<file path="src/rtl/calc_pkg.sv">
// Shared constants and FSM encoding for the ALU result formatter and its neighbours.
package calc_pkg;

  localparam int RES_W = 32;

  localparam logic [7:0] ASCII_CR = 8'h0D;
  localparam logic [7:0] ASCII_LF = 8'h0A;
  localparam logic [7:0] ASCII_0  = 8'h30;
  localparam logic [7:0] ASCII_A  = 8'h41;

  typedef enum logic [2:0] {
    IDLE,
    LOAD_DIG,
    SEND,
    CR,
    LF,
    FIN
  } fmt_state_e;

endpackage

</file>
<file path="src/rtl/res_formatter_if.sv">
// ALU-result-in / UART-byte-out bundle; master is the formatter side.
interface res_formatter_if;

  logic                       alu_done;
  logic [calc_pkg::RES_W-1:0] calc_res;
  logic                       tx_ready;
  logic [7:0]                 tx_data;
  logic                       tx_valid;
  logic                       busy;
  logic                       fmt_done;
  logic                       drop_err;

  modport master (
    input  alu_done, calc_res, tx_ready,
    output tx_data, tx_valid, busy, fmt_done, drop_err
  );

  modport slave (
    output alu_done, calc_res, tx_ready,
    input  tx_data, tx_valid, busy, fmt_done, drop_err
  );

endinterface

</file>
<file path="src/rtl/nib2ascii.sv">
// Combinational nibble to uppercase ASCII hex character.
module nib2ascii
  import calc_pkg::*;
(
  input  logic [3:0] nib,
  output logic [7:0] asc
);

  always_comb begin
    if (nib < 4'd10) asc = ASCII_0 + {4'h0, nib};
    else             asc = ASCII_A + {4'h0, nib} - 8'd10;
  end

endmodule

</file>
<file path="src/rtl/res_formatter.sv">
// Latches an ALU result and streams it as ASCII hex (MSB nibble first) plus optional CR LF.
// Optional build macro RES_FORMATTER_ZERO_SUPPRESS_EN skips leading zero nibbles.
module res_formatter
  import calc_pkg::*;
#(
  parameter int NUM_DIGITS = 8,
  parameter int EOL_EN     = 1
) (
  input  logic            clk,
  input  logic            rst,
  res_formatter_if.master bus
);

  localparam int              CNT_W   = (NUM_DIGITS > 1) ? $clog2(NUM_DIGITS) : 1;
  localparam logic [CNT_W-1:0] CNT_TOP = CNT_W'(NUM_DIGITS - 1);
  localparam logic [CNT_W-1:0] CNT_ONE = CNT_W'(1);

  fmt_state_e       state_q, state_d;
  logic [RES_W-1:0] res_q, res_d;
  logic [CNT_W-1:0] cnt_q, cnt_d;
  logic [7:0]       data_q, data_d;
  logic             vld_q, vld_d;
  logic             busy_q, busy_d;
  logic             done_q, done_d;
  logic             drop_q, drop_d;

  logic [CNT_W-1:0] sel_cnt;
  logic [3:0]       nib;
  logic [7:0]       nib_asc;

  // In SEND the nibble on deck is the one after the byte currently transferring.
  always_comb begin
    sel_cnt = (state_q == SEND) ? cnt_q - CNT_ONE : cnt_q;
    nib     = res_q[{sel_cnt, 2'b00} +: 4];
  end

  nib2ascii u_nib2ascii (
    .nib (nib),
    .asc (nib_asc)
  );

  always_comb begin
    state_d = state_q;
    res_d   = res_q;
    cnt_d   = cnt_q;
    data_d  = data_q;
    vld_d   = vld_q;
    busy_d  = busy_q;
    done_d  = 1'b0;
    drop_d  = drop_q | (bus.alu_done && (state_q != IDLE));

    unique case (state_q)
      IDLE: begin
        if (bus.alu_done) begin
          res_d   = bus.calc_res;
          cnt_d   = CNT_TOP;
          busy_d  = 1'b1;
          state_d = LOAD_DIG;
        end
      end
      LOAD_DIG: begin
`ifdef RES_FORMATTER_ZERO_SUPPRESS_EN
        if ((nib == 4'h0) && (cnt_q != '0)) begin
          cnt_d = cnt_q - CNT_ONE;
        end else begin
          data_d  = nib_asc;
          vld_d   = 1'b1;
          state_d = SEND;
        end
`else
        data_d  = nib_asc;
        vld_d   = 1'b1;
        state_d = SEND;
`endif
      end
      SEND: begin
        if (bus.tx_ready) begin
          if (cnt_q != '0) begin
            cnt_d  = cnt_q - CNT_ONE;
            data_d = nib_asc;
          end else if (EOL_EN != 0) begin
            data_d  = ASCII_CR;
            state_d = CR;
          end else begin
            vld_d   = 1'b0;
            busy_d  = 1'b0;
            done_d  = 1'b1;
            state_d = FIN;
          end
        end
      end
      CR: begin
        if (bus.tx_ready) begin
          data_d  = ASCII_LF;
          state_d = LF;
        end
      end
      LF: begin
        if (bus.tx_ready) begin
          vld_d   = 1'b0;
          busy_d  = 1'b0;
          done_d  = 1'b1;
          state_d = FIN;
        end
      end
      FIN:     state_d = IDLE;
      default: state_d = IDLE;
    endcase
  end

  always_ff @(posedge clk or posedge rst) begin
    if (rst) begin
      state_q <= IDLE;
      res_q   <= '0;
      cnt_q   <= '0;
      data_q  <= 8'h00;
      vld_q   <= 1'b0;
      busy_q  <= 1'b0;
      done_q  <= 1'b0;
      drop_q  <= 1'b0;
    end else begin
      state_q <= state_d;
      res_q   <= res_d;
      cnt_q   <= cnt_d;
      data_q  <= data_d;
      vld_q   <= vld_d;
      busy_q  <= busy_d;
      done_q  <= done_d;
      drop_q  <= drop_d;
    end
  end

  assign bus.tx_data  = data_q;
  assign bus.tx_valid = vld_q;
  assign bus.busy     = busy_q;
  assign bus.fmt_done = done_q;
  assign bus.drop_err = drop_q;

endmodule

</file>
<file path="src/flat_wrapper.sv">
// flat-port wrapper written by rule: the top's interface ports become plain ports
module res_formatter_flat import calc_pkg::*;
#(
  parameter int NUM_DIGITS = 8,
  parameter int EOL_EN     = 1
)
  (clk, rst, bus_alu_done, bus_calc_res, bus_tx_ready, bus_tx_data, bus_tx_valid, bus_busy, bus_fmt_done, bus_drop_err);
  res_formatter_if bus_i ();
  input  logic clk;
  input  logic rst;
  input wire logic [$bits(bus_i.alu_done)-1:0] bus_alu_done;
  input wire logic [$bits(bus_i.calc_res)-1:0] bus_calc_res;
  input wire logic [$bits(bus_i.tx_ready)-1:0] bus_tx_ready;
  output wire logic [$bits(bus_i.tx_data)-1:0] bus_tx_data;
  output wire logic [$bits(bus_i.tx_valid)-1:0] bus_tx_valid;
  output wire logic [$bits(bus_i.busy)-1:0] bus_busy;
  output wire logic [$bits(bus_i.fmt_done)-1:0] bus_fmt_done;
  output wire logic [$bits(bus_i.drop_err)-1:0] bus_drop_err;
  assign bus_i.alu_done = bus_alu_done;
  assign bus_i.calc_res = bus_calc_res;
  assign bus_i.tx_ready = bus_tx_ready;
  assign bus_tx_data = bus_i.tx_data;
  assign bus_tx_valid = bus_i.tx_valid;
  assign bus_busy = bus_i.busy;
  assign bus_fmt_done = bus_i.fmt_done;
  assign bus_drop_err = bus_i.drop_err;
  res_formatter #(.NUM_DIGITS(NUM_DIGITS), .EOL_EN(EOL_EN)) u_core (.clk(clk), .rst(rst), .bus(bus_i));
endmodule
</file>
<file path="config.mk">
export PLATFORM = sky130hd
export DESIGN_NAME = res_formatter_flat
export DESIGN_NICKNAME = d
export VERILOG_FILES = /design/src/rtl/calc_pkg.sv /design/src/rtl/res_formatter_if.sv /design/src/rtl/nib2ascii.sv /design/src/rtl/res_formatter.sv /design/src/flat_wrapper.sv
export SDC_FILE = /design/constraint.sdc
export NUM_CORES = 1
export LEC_CHECK = 0
export ABC_AREA = 1
export BUFFER_PORTS_ARGS = -buffer_cell sky130_fd_sc_hd__buf_2
export CAP_MARGIN = 20
export CORE_ASPECT_RATIO = 0.9
export CORE_MARGIN = 2
export CORE_UTILIZATION = 59
export CTS_BUF_LIST = sky130_fd_sc_hd__clkbuf_8
export CTS_CLUSTER_DIAMETER = 30
export DETAILED_ROUTE_END_ITERATION = 12
export PLACE_DENSITY_LB_ADDON = 0.25
export SYNTH_ARGS = -nofsm -noshare
export SYNTH_HDL_FRONTEND = slang
export SYNTH_SLANG_ARGS = --single-unit
</file>
<file path="constraint.sdc">
create_clock -name clk -period 5.45 [get_ports clk]
set_input_delay 1.09 -clock clk [delete_from_list [all_inputs] [get_ports clk]]
set_output_delay 1.09 -clock clk [all_outputs]
set_load 0.02 [all_outputs]
</file>
# == After elaboration in Yosys (flattened, before gate mapping) ==
# Cells that the tools add are included.
# word_totals
register_bits,50
in_bits,36
output_inout_bits,12
wordCells,61
# classes
n_addsub,4
n_lt_le_gt_ge,1
eq_ne,10
shifts,1
muxes,22
bitwise_logic,1
reduce_logical,14
# op_table
operator,n
$mux W8,4
$shiftx A32 B6 Y4,1
$mux W3,9
$pmux W8 S3,1
$pmux W3 S5,1
$ne A2 B2 Y1 const B,6
$reduce_bool A3 Y1,3
$add A7 B4 Y8 const A,1
$sub A8 B4 Y8 const B,1
$add A6 B4 Y7 const A,1
$eq A3 B2 Y1 const B,2
$pmux W3 S2,1
$reduce_and A3 Y1,2
$reduce_bool A2 Y1,3
$reduce_and A5 Y1,1
$lt A4 B4 Y1 const B,1
$mux W1,4
$pmux W1 S2,2
$reduce_and A2 Y1,2
$reduce_and A4 Y1,1
$eq A3 B1 Y1 const B,1
$eq A3 B3 Y1 const B,1
$logic_not A3 Y1,1
$sub A3 B1 Y3 const B,1
other kinds (2),2

# == Longest topological paths before layout ==
# Gate-level depths: netlist of the first run.
# depth
ltp_word,9
depth_mapped,16
ltp_nobuf,15

# == Hierarchy ==
# From an unflattened synthesis of the first run, not the netlist that was laid out.
# unflattened
cells_unflattened,321
area_unflattened_um2,2615.0
# by_module_without_submodules
mod,n_inst,cells_each,area_per_inst_um2,seq_area_each_um2
res_formatter,1,296,2491.1,1251.2
nib2ascii,1,25,123.9,0.0

# == Worst setup path after synthesis of the first run ==
# Ideal clock, no wire load.
# synth_timing
kind,in2reg
start,in bus_alu_done
end,reg u_core.res_q[10]
setup_time_ns,0.125
arrival_ns,1.814
required_time_ns,5.325
path_slack_ns,3.511
path_stages,3
path_buffers,1
path_cell_list,nand2_1 > buf_2 > mux2_2
# synth_between
elab_chain_cells,1
# synth_lines
element,line,rtl
start: declaration,flat_wrapper.sv:11,input wire logic [$bits(bus_i.alu_done)-1:0] bus_alu_done;
$reduce_and A2 Y1 (no source line),n/a,
end signal: assignment,res_formatter.sv:123,res_q <= res_d;
end: declaration,res_formatter.sv:19,"logic [RES_W-1:0] res_q, res_d;"
# Every way passes these cells.
# A chain may end at the register's enable or synchronous reset.

# == Worst setup path after layout of the first run ==
# layout_timing
start,reg u_core.state_q[2]
end,reg u_core.data_q[2] (netlist: u_core.bus.tx_data[2])
# layout_between
elab_chain_cells,9
elab_cells_between_ends,17
classes_between,add/sub (3); order compare (1); eq/ne (5); shift (1); mux (5); reduce/logical (2)
# layout_lines
element,line,rtl
start: declaration,res_formatter.sv:18,"fmt_state_e state_q, state_d;"
start signal: assignment,res_formatter.sv:122,state_q <= state_d;
$eq A3 B2 Y1,"res_formatter.sv:33, res_formatter.sv:52",
$mux W3,res_formatter.sv:33,sel_cnt = (state_q == SEND) ? cnt_q - CNT_ONE : cnt_q;
$shiftx A32 B6 Y4,res_formatter.sv:34,"nib = res_q[{sel_cnt, 2'b00} +: 4];"
$add A7 B4 Y8,nib2ascii.sv:11,"else asc = ASCII_A + {4'h0, nib} - 8'd10;"
$sub A8 B4 Y8,nib2ascii.sv:11,
$mux W8,nib2ascii.sv:10,"if (nib < 4'd10) asc = ASCII_0 + {4'h0, nib};"
$mux W8,res_formatter.sv:78,if (cnt_q != '0) begin
$mux W8,res_formatter.sv:77,if (bus.tx_ready) begin
$pmux W8 S3,res_formatter.sv:52,unique case (state_q)
end signal: assignment,res_formatter.sv:125,data_q <= data_d;
end: declaration,res_formatter.sv:21,"logic [7:0] data_q, data_d;"
# Several ways; a longest one is shown, not always the timed one. The select of a mux whose other input is x is not followed.

==> reports/metrics.cfg, run 1 <==
[floorplan]
die_w_um=73.16
ioPinCount=48
row_count=22
placeableCoreArea_um2=4101
die_h_um=66.25
start_util=0.6193
die_area_um2=4846

[cells_and_area]
fin_nets=384
postLayoutCellArea_um2=2917
diodes=0
drive_gt1_frac=0.2717
areaGrowthSynthToFinish_pct=14.83
utilization=0.7111
n_fill_cell=348

[route]
first_pass_iters=4
drcViolationCount=0
drt-total-wl_um=5169
num_vias=2069
wire_per_inst_um=13.12
via_per_inst=5.251
drtIter0Drc=137
detail-route-antenna-nets=0

[sta]
worst_slack_ns=3.016
max_slew_margin=0.6433
min_period_ns=2.434
tns_ns=0
rsz0062_at_grt=no
fmax_ghz=0.4108
hold_viol=0
finalCritPeriodShare=0.4466
drv_slew=0
worst_clock_skew_ns=0.01225
setup_viol=0
tightest_slew_ns=0.5343

[cts]
ctsHoldBuffers=0
cts_setup_buffers=0
h-tree-depth=2
cts_tree=done
clk_pin_slew_ns=0.09
clock-sinks=49
cts-root-buf=clkbuf_8
cts_buffers=5
cts_resized=0
clock_latency_ns=0.30
ctsLongestPathBuffers=2

[synthesis]
yosys_warnings=0
synth_ff_type=dfrtp_1
syn_area_um2=2540
synth_cell_type_count=31
ys_ff_latch=49
synth_edf_count=0
syn_avg_cell_area_um2=8.466
yosysSeqAreaShare=0.4828
synth_nets=339
synthArstFlopShare=1.000
synthesis.instances=300

[worst_setup_path]
slowest_stage=dfrtp_1
crit_top_cell=nand2_1
rrSetupSlack_ns=3.02
cp.arrival_ns=2.67
critical_path_class=flip-flop to flip-flop
r2r-start=u_core.state_q[2]
rr_worst_depth=14
crit_chain=inv_2, nand4_2, nand2_2, nand2_1, o21ai_0, nand2_1, nand3_1, nand2_1, ha_1, a21oi_1, nor2_1, nand2_1, nand2_1, nand2_1
worstPathRequired_ns=5.69
r2r-end=u_core.bus.tx_data[2]
start_kind=flip-flop
cp_max_fo=20
end_kind=flip-flop
max_stage_delay_ns=0.44

[place]
place_area_um2=2773
finalWeightedCongestion=0.8148
hpwl_um=3653
dp_slack_ns=3.086
portBuffers=46

[status]
outcome=completed

[min_path]
worstHoldPathType=flip-flop to flip-flop
hold_start=u_core.bus.tx_data[4]
holdPathEnd=u_core.bus.tx_data[4]
hold_path_depth=2

[global_routing]
grt_overflow=0
track_usage=0.2354
grt_pass1_vias=2014
antenna_found_initial=0
grt_pass1_wl_um=8611
grt_max_degree=53

[job]
maxCapViolCount=0

[cells in the final DEF (no fill, tap or decap)]
master     count
o21ai_1        2
bufinv_16      1
o21ai_4        1
nor2_1        30
nor2_2         3
inv_2          6
inv_1         35
ha_1           3
nand2_2        7
nand4_1        1
o211ai_1       2
nand3_2        1
inv_4          1
nand3b_1       3
clkbuf_8       6
conb_1         1
a31oi_1        1
buf_4          1
nand3_1       29
o21bai_1       1
mux2_2        13
nand2_4        4
o21ai_0       13
o21ai_2        1
xnor2_1        1
buf_2         46
nand2_1       58
nand3_4        1
a21oi_1       23
nand4_2        1
buf_16         1
dfrtp_1       49
[cell usage after synthesis (4+ instances only)]
master    n  share of area
a21oi_1  23          0.045
buf_2     4         0.0079
buf_4     4          0.012
dfrtp_1  49           0.48
inv_1    35          0.052
inv_2     5         0.0074
mux2_2   13          0.058
nand2_1  58          0.086
nand2_2   7          0.017
nand2_4   4          0.018
nand3_1  29          0.057
nor2_1   30          0.044
o21ai_0  13          0.026
[area by class of cell]
| class | instances | area [um^2] | share of cell area |
|---|---|---|---|
| clock buffers | 6 | 82.58 | 0.02831 |
| clock inverters | 2 | 33.78 | 0.01158 |
| inverters | 41 | 156.4 | 0.05363 |
| multi-input cells | 200 | 1092 | 0.3745 |
| flip-flops and latches | 49 | 1226 | 0.4204 |
| well taps | 48 | 60.06 | 0.02059 |
| repair buffers | 48 | 265.3 | 0.09095 |
[cells by family (layout without fill, tap and decap cells)]
group	after synthesis	count (layout)	share of synthesized area
XOR/XNOR	1	1	0.003449
buffers and inverters	51	97	0.08720
adder cells (fa/ha/maj)	3	3	0.01478
AND/OR/NAND/NOR	138	138	0.2567
other	1	1	0.001476
flip-flops	49	49	0.4828
multiplexers	13	13	0.05764
AO/OA/AOI/OAI	44	44	0.09606
[registers in the layout (all words and copies together), names as in the netlist]
| register | cells |
|---|---|
| u_core.bus.tx_data | 7 |
| u_core.bus.drop_err | 1 |
| u_core.bus.fmt_done | 1 |
| u_core.bus.busy | 1 |
| u_core.cnt_q | 3 |
| u_core.bus.tx_valid | 1 |
| u_core.state_q | 3 |
| u_core.res_q | 32 |
[how the worst max path moves through the flow]
stage,from,cells past startpoint,endpoint
floorplan,rst,1,u_core.bus.busy
global placement,u_core.state_q[2],14,u_core.bus.tx_data[2]
detailed placement,u_core.state_q[2],13,u_core.bus.tx_data[2]
CTS,u_core.state_q[2],13,u_core.bus.tx_data[2]
global route,u_core.state_q[2],14,u_core.bus.tx_data[2]
finish,u_core.state_q[2],14,u_core.bus.tx_data[2]
[through the flow]
stage / hold WS (ns) / instances
floorplan: 0.4698 / 300
global placement: 0.4567 / 385
detailed placement: 0.4681 / 385
CTS: 0.4880 / 393
global route: 0.5173 / 394
finish: 0.4892 / 394
[critical path: cells and delay by family (launching register included)]
kind | cells | cell delay [ns]
fa+ha+maj | 1 | 0.24
buf+inv | 1 | 0.13
simple gates | 10 | 1.30
flops | 1 | 0.44
compound gates | 2 | 0.24
[per-layer routing]
layer,global-route usage,routed length [um]
met5,0,0
met4,0.07870,75
met3,0.06555,259
met2,0.3953,2495
met1,0.2909,2338
Power of run 1 is left out: the tool's default activity adds up to more than one toggle a clock period on the data nets, which glitch-free logic cannot reach.
==> run 2: changes to the inputs <==
--- a/config.mk
+++ b/config.mk
@@ -10,7 +10,7 @@
 export CAP_MARGIN = 20
 export CORE_ASPECT_RATIO = 0.9
 export CORE_MARGIN = 2
-export CORE_UTILIZATION = 59
+export CORE_UTILIZATION = 57
 export CTS_BUF_LIST = sky130_fd_sc_hd__clkbuf_8
 export CTS_CLUSTER_DIAMETER = 30
 export DETAILED_ROUTE_END_ITERATION = 12
==> constraint.sdc (replaced) <==
create_clock -name clk -period 2.25 [get_ports clk]
set_input_delay 0.45 -clock clk [delete_from_list [all_inputs] [get_ports clk]]
set_output_delay 0.45 -clock clk [all_outputs]
set_load 0.02 [all_outputs]
==> run 2 against run 1 <==
Effect of this change: final area unchanged; die area up 3.3%; largest cell class unchanged; maximum frequency up 18%; setup slack lost 2.8 ns.
==> reports/metrics.cfg, run 2 (same netlist as run 1, synthesis figures left out) <==
[sta]
hold_viol=0  ; unchanged
tns_ns=0  ; unchanged
min_period_ns=2.071  ; -0.3630 ns
max_slew_margin=0.6433  ; about the same
worst_clock_skew_ns=0.006032  ; -0.006213 ns
rsz0062_at_grt=no
tightest_slew_ns=0.5343  ; -0.00001669 ns
worst_slack_ns=0.1789  ; -2.837 ns
fmax_ghz=0.4828  ; +18%
setup_viol=0  ; unchanged
drv_slew=0  ; unchanged
finalCritPeriodShare=0.9205  ; +0.4739

[cts]
ctsLongestPathBuffers=2  ; unchanged
cts_setup_buffers=0  ; unchanged
clock_latency_ns=0.30  ; about the same
ctsHoldBuffers=0  ; unchanged
cts-root-buf=clkbuf_8
cts_tree=done
clk_pin_slew_ns=0.08  ; about the same
h-tree-depth=2  ; unchanged
cts_buffers=5  ; unchanged
clock-sinks=49  ; unchanged
cts_resized=0  ; unchanged

[floorplan]
row_count=23  ; +4.5%
die_area_um2=5007  ; +3.3%
ioPinCount=48  ; unchanged
start_util=0.5807  ; -0.03862
die_w_um=74.37  ; +1.6%
placeableCoreArea_um2=4374  ; +6.7%
die_h_um=67.33  ; +1.6%

[cells_and_area]
drive_gt1_frac=0.2738  ; +0.002099
multi_input_area_um2=1097  ; +0.46%
final_cell_mix=nand2_1 (58), dfrtp_1 (49), buf_2 (46)
layout_commonest_cell=nand2_1
fin_cells=409  ; +3.8%
postLayoutCellArea_um2=2917  ; unchanged
n_fill_cell=377  ; +8.3%
areaGrowthSynthToFinish_pct=14.83  ; unchanged
ff_latch_area_um2=1226  ; unchanged
diodes=0  ; unchanged
regMostFlops=u_core.res_q
largest_reg_flops=32  ; unchanged
fin_nets=386  ; +0.52%

[route]
wire_per_inst_um=11.61  ; -12%
first_pass_iters=4  ; unchanged
drtIter0Drc=98  ; -28%
detail-route-antenna-nets=0  ; unchanged
num_vias=2040  ; -1.4%
drt-total-wl_um=4747  ; -8.2%
via_per_inst=4.988  ; -5.0%
drcViolationCount=0  ; unchanged

[worst_setup_path]
critical_path_class=flip-flop to flip-flop
start_kind=flip-flop
end_kind=flip-flop
worstPathRequired_ns=2.49  ; -3.20 ns
cp_max_fo=20  ; unchanged
cp.arrival_ns=2.31  ; -0.36 ns

[place]
finalWeightedCongestion=0.9272  ; +14%
place_area_um2=2825  ; +1.9%
dp_cells=402  ; +4.4%
portBuffers=46  ; unchanged
dp_slack_ns=0.08179  ; -3.004 ns
hpwl_um=3604  ; -1.3%

[status]
outcome=completed

[job]
maxCapViolCount=0  ; unchanged

[global_routing]
grt_max_degree=52  ; -1.9%
grt_pass1_vias=1836  ; -8.8%
grt_pass1_wl_um=7941  ; -7.8%
antenna_found_initial=0  ; unchanged
track_usage=0.2079  ; -0.02756
grt_overflow=0  ; unchanged

[min_path]
worstHoldPathType=input port to asynchronous set/reset pin

## run 2: worst paths after layout
kind / startpoint / end / slack, ns / depth (start not counted)
hold reg to reg: u_core.bus.tx_data[2] / u_core.bus.tx_data[2] / 0.48 / 2
min in group clk: bus_calc_res[2] / u_core.res_q[2] / 0.38 / 2
setup reg to reg: u_core.state_q[2] / u_core.bus.tx_data[2] / 0.18 / 14
setup / recovery: u_core.state_q[2] / u_core.bus.tx_data[2] / 0.18 / 14
max in group asynchronous: rst / u_core.bus.tx_data[0] / 1.48 / 3
hold / removal: rst / u_core.bus.drop_err / 0.18 / 2
## run 2: cell type report
class / count / share of cell area
Inverter: 41 / 0.05363
Sequential cell: 49 / 0.4204
Tap cell: 62 / 0.02660
Clock buffer: 6 / 0.02831
Timing Repair Buffer: 50 / 0.09352
Clock inverter: 1 / 0.001287
Multi-Input combinational cell: 200 / 0.3762
## run 2: metrics by stage
step,utilization,hold WS (ns)
after global routing,0.6668,0.2237
after CTS,0.6656,0.2004
after global placement,0.6459,0.4564
after floorplan,-,0.4698
final,0.6668,0.1820
after detailed placement,0.6459,0.4598
## run 2: critical path, cell delays in order (launching register included)
cell and delay (ns):
dfrtp_1 0.44, inv_2 0.12, nand3_4 0.12, nand2_4 0.17, nand2_4 0.15, o21ai_0 0.18
nand2_1 0.07, nand3_1 0.08, nand2_1 0.10, ha_1 0.22, a21oi_1 0.15, nor2_1 0.05
nand2_1 0.06, nand2_1 0.05, nand2_1 0.05
## run 2: per-layer routing
metal / GRT usage / up-vias / routed length [um]
met2: 0.3518 / 44 / 2242
met5: 0 / - / 0
met3: 0.03731 / 7 / 215
met1: 0.2695 / 936 / 2230
li1: - / 1053 / -
met4: 0.07143 / 0 / 59
Power of run 2 is left out for the same reason.
==> run 3: changes to the inputs <==
--- a/config.mk
+++ b/config.mk
@@ -10,10 +10,11 @@
 export CAP_MARGIN = 20
 export CORE_ASPECT_RATIO = 0.9
 export CORE_MARGIN = 2
-export CORE_UTILIZATION = 57
+export CORE_UTILIZATION = 50
 export CTS_BUF_LIST = sky130_fd_sc_hd__clkbuf_8
 export CTS_CLUSTER_DIAMETER = 30
 export DETAILED_ROUTE_END_ITERATION = 12
+export GPL_ROUTABILITY_DRIVEN = 0
 export PLACE_DENSITY_LB_ADDON = 0.25
 export SYNTH_ARGS = -nofsm -noshare
 export SYNTH_HDL_FRONTEND = slang
==> run 3 against run 2 <==
Effect of this change: sequential cell count stayed put; critical endpoint unchanged; largest cell class unchanged; non-clock buffer count stayed put; final area is 0.43% higher; count of clock-buffer cells in the layout is 1 lower; highest routed layer unchanged.
==> reports/metrics.cfg, run 3 (same netlist as run 1, synthesis figures left out) <==
[status]
outcome=completed

[cts]
cts_setup_buffers=0  ; unchanged
clock_latency_ns=0.30  ; about the same
cts_resized=0  ; unchanged
h-tree-depth=2  ; unchanged
ctsLongestPathBuffers=2  ; unchanged
ctsHoldBuffers=0  ; unchanged
clock-sinks=49  ; unchanged
clk_pin_slew_ns=0.09  ; about the same
cts_tree=done
cts-root-buf=clkbuf_8
cts_buffers=5  ; unchanged

[sta]
worst_clock_skew_ns=0.008653  ; +0.002621 ns
drv_slew=0  ; unchanged
min_period_ns=2.016  ; -0.05515 ns
tns_ns=0  ; unchanged
finalCritPeriodShare=0.8960  ; -0.02451
rsz0062_at_grt=no
max_slew_margin=0.6666  ; +0.02329
fmax_ghz=0.4960  ; +2.7%
setup_viol=0  ; unchanged
hold_viol=0  ; unchanged
tightest_slew_ns=0.5001  ; -0.03416 ns

[floorplan]
row_count=24  ; +4.3%
ioPinCount=48  ; unchanged
start_util=0.5221  ; -0.05854
die_w_um=79.13  ; +6.4%
placeableCoreArea_um2=4865  ; +11%
die_area_um2=5667  ; +13%
die_h_um=71.62  ; +6.4%

[worst_setup_path]
worstPathRequired_ns=2.49  ; about the same
critical_path_class=flip-flop to flip-flop
crit_top_cell=nand2_1
end_kind=flip-flop
critPathTopFamily=simple AND/OR/NAND/NOR gates
cp.arrival_ns=2.25  ; -0.06 ns
slowest_stage=dfrtp_1
cp.buffers_inverters=2  ; +1
start_kind=flip-flop
max_stage_delay_ns=0.38  ; -0.06 ns
rrSetupSlack_ns=0.23  ; +0.06 ns
cp_max_fo=9  ; -55%
crit_chain=inv_1, ha_1, nand3_2, nand2_4, inv_4, nand3_1, nand3_1, nand2_2, ha_2, a21oi_1, nor2_1, nand2_1, nand2_1, nand2_1
cp-startpoint=u_core.cnt_q[1]
r2r-start=u_core.cnt_q[1]

[global_routing]
grt-busiest-layer=met2
antenna_found_initial=0  ; unchanged
grt_pass1_vias=2159  ; +18%
grt_overflow=0  ; unchanged
grtUsageMet2=0.3512  ; -0.0005458
use_met3=0.04030  ; +0.002989
track_usage=0.2017  ; -0.006140
grt_max_degree=52  ; unchanged
met1_usage=0.2521  ; -0.01742
grt_pass1_wl_um=9094  ; +15%

[route]
drcViolationCount=0  ; unchanged
detail-route-antenna-nets=0  ; unchanged
drt-total-wl_um=5117  ; +7.8%
via_per_inst=5.053  ; +1.3%
drtIter0Drc=85  ; -13%
num_vias=2087  ; +2.3%
wire_per_inst_um=12.39  ; +6.8%
first_pass_iters=4  ; unchanged

[cells_and_area]
fin_nets=386  ; unchanged
largest_reg_flops=32  ; unchanged
areaGrowthSynthToFinish_pct=15.32
diodes=0  ; unchanged
final_cell_mix=nand2_1 (57), dfrtp_1 (48), buf_2 (46)
drive_gt1_frac=0.2902  ; +0.01645
regMostFlops=u_core.res_q
layout_commonest_cell=nand2_1

[job]
maxCapViolCount=0  ; unchanged

[place]
hpwl_um=3788  ; +5.1%
portBuffers=46  ; unchanged

[min_path]
worstHoldPathType=input port to asynchronous set/reset pin

run 3: cell types whose count changed in the layout (fill, tap and decap cells not counted), moves of 2 or more:
cell / change
clkinv_2: +2
inv_1: -2
o21ai_0: -2
o21ai_1: +2
run 3: per-layer routing:
metal / up-vias / routed length (um)
met5: - / 0
met4: 0 / 74
met3: 9 / 233
met2: 58 / 2523
met1: 976 / 2285
li1: 1044 / -
run 3: per-stage QoR:
| stage | utilization | area, um^2 | worst slack (ns) | instances | hold slack, ns |
|---|---|---|---|---|---|
| after floorplan | - | 2540 | 0.3889 | 300 | 0.4698 |
| after global placement | 0.5815 | 2829 | 0.07365 | 405 | 0.4570 |
| after detailed placement | 0.5815 | 2829 | 0.04048 | 405 | 0.4655 |
| after CTS | 0.5993 | 2915 | 0.006463 | 413 | 0.1650 |
| after global routing | 0.6021 | 2929 | 0.03809 | 413 | 0.1803 |
| final | 0.6021 | 2929 | 0.2340 | 413 | 0.1499 |
run 3: final timing paths:
| check | cells after the start | endpoint |
|---|---|---|
| min in group clk | 2 | u_core.res_q[8] |
| hold / removal | 2 | u_core.bus.tx_data[0] |
| setup reg to reg | 14 | u_core.bus.tx_data[2] |
| hold reg to reg | 2 | u_core.bus.tx_data[2] |
| setup / recovery | 14 | u_core.bus.tx_data[2] |
| max in group asynchronous | 3 | u_core.state_q[2] |
run 3: cell type report:
cell class / instances / area (um^2)
Sequential cell: 49 / 1227
Clock buffer: 5 / 68.82
Inverter: 41 / 158.9
Multi-Input combinational cell: 200 / 1102
Tap cell: 65 / 81.33
Clock inverter: 3 / 17.52
Fill cell: 467 / 1936
Timing Repair Buffer: 50 / 272.8
Power of run 3 is left out for the same reason.
